<file path="config.mk">
export PLATFORM = sky130hd
export DESIGN_NAME = ps2_kbd_tx
export DESIGN_NICKNAME = d
export VERILOG_FILES = /design/src/rtl/ps2_kbd_tx.sv
export SDC_FILE = /design/constraint.sdc
export NUM_CORES = 1
export LEC_CHECK = 0
export CAP_MARGIN = 5
export CORE_ASPECT_RATIO = 0.6
export CORE_MARGIN = 10
export CORE_UTILIZATION = 35
export DETAILED_ROUTE_END_ITERATION = 8
export SYNTH_ARGS = -nofsm -noshare
export SYNTH_HDL_FRONTEND = slang
export SYNTH_SLANG_ARGS = --single-unit
</file>
<file path="constraint.sdc">
create_clock -name clock -period 7.25 [get_ports clock]
set_input_delay 0.725 -clock clock [delete_from_list [all_inputs] [get_ports clock]]
set_output_delay 0.725 -clock clock [all_outputs]
set_load 0.05 [all_outputs]
</file>
<file path="src/rtl/ps2_kbd_tx.sv">
// ps2_kbd_tx: PS/2 device-side transmitter. Queues scancode bytes and serialises
// each one as an 11-bit frame (start, d0..d7, odd parity, stop), LSB first, on
// a divided-down PS/2 clock/data pair.
//
// Build option: define PS2TX_FIFO_EN for a 2**AW-entry circular FIFO.
// Leave it undefined for a single holding register (AW then only sizes the
// occupancy count, whose upper bits stay constant zero).
//
// Ports:
//   clock  - system clock, rising edge
//   power  - asynchronous active-low reset
//   data   - scancode byte to enqueue
//   write  - one-cycle enqueue strobe, accepted only while full is low
//   full   - queue cannot accept a byte (registered)
//   busy   - frame or inter-frame gap in progress, or queue non-empty (registered)
//   ps2Ck  - PS/2 clock, idles high (registered)
//   ps2D   - PS/2 data, idles high (registered)
module ps2_kbd_tx #(
   parameter int unsigned CLKDIV = 1418,
   parameter int unsigned AW     = 3
) (
   input  logic       clock,
   input  logic       power,
   input  logic [7:0] data,
   input  logic       write,
   output logic       full,
   output logic       busy,
   output logic       ps2Ck,
   output logic       ps2D
);

   localparam int unsigned HW = (CLKDIV > 1) ? $clog2(CLKDIV) : 1;
   localparam int unsigned CW = AW + 1;
`ifdef PS2TX_FIFO_EN
   localparam int unsigned CAP = 2 ** AW;
`else
   localparam int unsigned CAP = 1;
`endif
   localparam logic [HW-1:0] HMAX  = HW'(CLKDIV - 1);
   localparam logic [CW-1:0] CAP_C = CW'(CAP);
   localparam logic [3:0]    LAST  = 4'd10;

   typedef enum logic [1:0] {IDLE, HIGH, LOW, GAP} state_t;

   state_t        state, state_nxt;
   logic [HW-1:0] hcnt, hcnt_nxt;
   logic [3:0]    bitcnt, bitcnt_nxt;
   logic          gap2, gap2_nxt;
   logic [9:0]    shift, shift_nxt;
   logic          ck_nxt, d_nxt;
   logic          hdone;

   logic          pop;
   logic          push;
   logic          q_empty;
   logic [7:0]    q_head;
   logic [CW-1:0] count, count_nxt;
   logic          full_nxt, busy_nxt;

   // Writes are gated by the registered full flag only, so a write in the
   // cycle that frees the last slot is still dropped.
   assign push    = write & ~full;
   assign q_empty = (count == '0);

   // Occupancy: simultaneous push and pop leave the count unchanged.
   always_comb begin
      count_nxt = count;
      case ({push, pop})
         2'b10:   count_nxt = count + 1'b1;
         2'b01:   count_nxt = count - 1'b1;
         default: count_nxt = count;
      endcase
   end

   always_ff @(posedge clock or negedge power) begin
      if (!power) count <= '0;
      else        count <= count_nxt;
   end

`ifdef PS2TX_FIFO_EN
   // Circular FIFO storage; pointers wrap modulo 2**AW.
   logic [7:0]    mem [CAP];
   logic [AW-1:0] rptr, wptr;

   assign q_head = mem[rptr];

   always_ff @(posedge clock or negedge power) begin
      if (!power) begin
         rptr <= '0;
         wptr <= '0;
      end else begin
         if (push) wptr <= wptr + 1'b1;
         if (pop)  rptr <= rptr + 1'b1;
      end
   end

   always_ff @(posedge clock) begin
      if (push) mem[wptr] <= data;
   end
`else
   // Single holding register; occupancy is count[0].
   logic [7:0] hold;

   assign q_head = hold;

   always_ff @(posedge clock or negedge power) begin
      if (!power)    hold <= '0;
      else if (push) hold <= data;
   end
`endif

   assign hdone = (hcnt == HMAX);

   // Frame FSM: IDLE -> (HIGH -> LOW) x 11 -> GAP (two half-periods) -> IDLE.
   // shift holds the bits still to be sent after the start bit.
   always_comb begin
      state_nxt  = state;
      hcnt_nxt   = hcnt + 1'b1;
      bitcnt_nxt = bitcnt;
      gap2_nxt   = gap2;
      shift_nxt  = shift;
      ck_nxt     = ps2Ck;
      d_nxt      = ps2D;
      pop        = 1'b0;

      case (state)
         IDLE: begin
            hcnt_nxt = '0;
            ck_nxt   = 1'b1;
            d_nxt    = 1'b1;
            if (!q_empty) begin
               pop        = 1'b1;
               shift_nxt  = {1'b1, ~^q_head, q_head};
               d_nxt      = 1'b0;
               bitcnt_nxt = '0;
               state_nxt  = HIGH;
            end
         end
         HIGH: begin
            if (hdone) begin
               hcnt_nxt  = '0;
               ck_nxt    = 1'b0;
               state_nxt = LOW;
            end
         end
         LOW: begin
            if (hdone) begin
               hcnt_nxt = '0;
               ck_nxt   = 1'b1;
               if (bitcnt == LAST) begin
                  d_nxt     = 1'b1;
                  gap2_nxt  = 1'b0;
                  state_nxt = GAP;
               end else begin
                  d_nxt      = shift[0];
                  shift_nxt  = {1'b1, shift[9:1]};
                  bitcnt_nxt = bitcnt + 4'd1;
                  state_nxt  = HIGH;
               end
            end
         end
         GAP: begin
            ck_nxt = 1'b1;
            d_nxt  = 1'b1;
            if (hdone) begin
               hcnt_nxt = '0;
               if (gap2) state_nxt = IDLE;
               else      gap2_nxt  = 1'b1;
            end
         end
         default: begin
            state_nxt = IDLE;
            hcnt_nxt  = '0;
            ck_nxt    = 1'b1;
            d_nxt     = 1'b1;
         end
      endcase
   end

   assign full_nxt = (count_nxt == CAP_C);
   assign busy_nxt = (state_nxt != IDLE) | (count_nxt != '0);

   // State and registered outputs.
   always_ff @(posedge clock or negedge power) begin
      if (!power) begin
         state  <= IDLE;
         hcnt   <= '0;
         bitcnt <= '0;
         gap2   <= 1'b0;
         shift  <= '0;
         ps2Ck  <= 1'b1;
         ps2D   <= 1'b1;
         full   <= 1'b0;
         busy   <= 1'b0;
      end else begin
         state  <= state_nxt;
         hcnt   <= hcnt_nxt;
         bitcnt <= bitcnt_nxt;
         gap2   <= gap2_nxt;
         shift  <= shift_nxt;
         ps2Ck  <= ck_nxt;
         ps2D   <= d_nxt;
         full   <= full_nxt;
         busy   <= busy_nxt;
      end
   end

endmodule

</file>
==> run metrics <==
Final Hold Viols 0; met3 wire length 252 microns; MaxCap Viol Count 0; syn_area_per_cell 10.22 sq um; Starting Density 35.79%; Worst-Skew Late Latency 0.29 ns; Rows 22; uppermost layer routed met4; share of cells above drive strength 1 between 10% and 20%; Max Slew Vio Count 0; first-pass GRT wire length 7.100 mm; CP max FO 9; CP max stage delay 0.60 ns; Synth Flop Type dfrtp_1; Final period util about 47%; Slowest-stage cell, CP nor2b_1; WP buf/inv 2; Max-slew headroom 34.46%; Post-layout nets 244; post-synthesis sequential area ratio 50.92%; Post-CTS Hold Buffers 0; Synth area leader dfrtp_1; power density over the cells 349.0 mW/mm^2; post-CTS setup buffer count 0; unrepaired setup endpoints after global routing false; Setup TNS 0 ns; crit-path leading delay family simple AND/OR/NAND/NOR gates; clock transition at the registers of the reported paths 0.08 ns; critical path required time 7.41 ns; largest net degree at the start of global routing 45; # fillers 606; fin area ~0.0025 sq mm; Synth warnings 0; M1 wire length 2.224 mm; crit path time final around 3.4 ns; drt via density roughly 4.7; Final Util 40.81%; EDFF count, synth 0; Synth cell types 38; final worst slack 3.809 ns; most frequent CP cell xor2_1; Overflow after GRT 0; Synth top cells by count 42 x dfrtp_1, 29 x nor2_1, 23 x nand2_1; clock root cell clkbuf_8; Worst Setup Start Kind input port; Synth area leaders dfrtp_1 48%, xnor2_1 5.7%, nor2_1 5.0%; via count 1456; Chip Width 121.6 microns; Peak VDD IR 0.1990 mV; Area Overhead vs Synth 14.03%; Final HPWL DP 2.853 mm; number of buffers created by CTS 5; Max Clock Skew 0.007892 ns; Die H 80.95 microns; GP Congestion 0.7383; drt initial violations 61; dpl ws 3.480 ns; Ant. Diodes 0; Post-synth ARST share 100.0%; CTS H-tree lvls 2; number of I/O pins 15; initial antenna violation count 0; wire per inst about 13 microns; FF+latch count, synth 44; Max Buffers Root-to-Sink 2; syn nets 230; total die area between 0.009 and 0.01 sq mm; post-cts sizing count 0; most common cell in the netlist dfrtp_1; crit path capture type flip-flop; # setup viols final 0; mapped cell area between 0.002 and 0.0025 sq mm; DP Area 0.002379 sq mm; antenna viol nets, final 0; Static Leak 1.058 nW; Least-Margin Pin Slew 0.9831 ns; drt total wl 4.010 mm; total clock sinks 44; CORE AREA roughly 0.006 sq mm; vias in the first global route approximately 1.4k; met2 WL between 1.5 and 2 mm; cells along the critical path clkdlybuf4s50_1 > nor2b_1 > inv_1 > ha_1 > xor2_1 > ha_1 > a21oi_1 > xor2_1 > nor2_1 > xor2_1 > or4b_1; min-delay worst type flip-flop to flip-flop; WS Path Type input port to flip-flop; DRC Markers 0; Syn Inst Count 212; FMAX roughly 0.29 GHz; arrival time at the worst endpoint 3.60 ns; Tot GR Track Use between 8 and 9%; status complete, no violations; CTS tree yes; Detailed Routing Iterations Pass 1 4; IO buf count 14; Yosys top cell area share 48.50%
[layer usage]
metal	up-vias	global-route usage (%)
met5	-	0
met4	0	2.962
met3	4	3.670
met2	24	11.09
met1	680	13.08
li1	748	-
[stage by stage]
stage / hold slack (ns) / cells / power [mW]
2_1_floorplan: 0.4294 / 212 / 0.6327
3_3_place_gp: 0.4508 / 303 / 0.7062
3_5_place_dp: 0.4658 / 303 / 0.7152
4_1_cts: 0.4852 / 311 / 0.8762
5_1_grt: 0.5096 / 311 / 0.9411
6_report: 0.4919 / 311 / 0.8624
[path summary, 6_finish.rpt]
path / startpoint / to / slack, ns / cells after the start
min reg2reg: shift[9] / shift[9] / 0.49 / 1
max: write / busy / 3.81 / 11
min in group asynchronous: power / hcnt[0] / 0.57 / 1
max in group asynchronous: power / full / 6.05 / 1
max reg2reg: count[1] / busy / 4.22 / 11
min: shift[9] / shift[9] / 0.49 / 1
[power breakdown]
part           switching, mW  leakage [nW]  internal [mW]
Sequential            0.0782         0.531          0.325
Combinational          0.152         0.476          0.150
Clock                 0.0810        0.0510         0.0761
Total                  0.311          1.06          0.551
[cell type report]
class | count | area [sq um] | area share (%)
flip-flops and latches | 44 | 1104 | 44.66
clock buffers | 6 | 82.58 | 3.342
repair buffers | 16 | 150.1 | 6.076
inverters | 6 | 22.52 | 0.9114
clock inverters | 2 | 10.01 | 0.4051
well taps | 84 | 105.1 | 4.253
multi-input cells | 153 | 997.2 | 40.35
[flip-flops by register name (all words and copies together), names as in the netlist]
name	flops
busy	1
ps2Ck	1
gap2	1
shift	10
count	4
hcnt	11
hold	8
full	1
ps2D	1
bitcnt	4
state	2
[cells in the final DEF (no fill, tap or decap), types with 2 or more instances in the layout]
master           Yosys  final
a31oi_1             10     10
dfstp_2              2      2
xor2_1               9      9
clkdlybuf4s50_1      0     13
inv_1                6      6
xnor2_1             14     14
and3_1               4      4
dfrtp_1             42     42
and3b_1              2      2
buf_4                0      2
clkbuf_8             0      6
a21oi_1              5      5
ha_1                 7      7
mux2_2               9      9
o21ai_1              2      2
nand3_1             12     12
nor2b_1              4      4
nand2_1             23     23
o21ai_0              5      5
clkinv_2             0      2
nor2_1              29     29
[cells by family after synthesis]
| group | after synthesis | share of synthesized area, % |
|---|---|---|
| flip-flops | 44 | 50.92 |
| multiplexers | 10 | 5.139 |
| buffers and inverters | 15 | 3.060 |
| XOR/XNOR | 23 | 9.296 |
| AO/OA/AOI/OAI | 26 | 7.332 |
| adder cells (fa/ha/maj) | 7 | 4.041 |
| AND/OR/NAND/NOR | 87 | 20.21 |
Note: power is estimated with default switching activity, not from simulation.
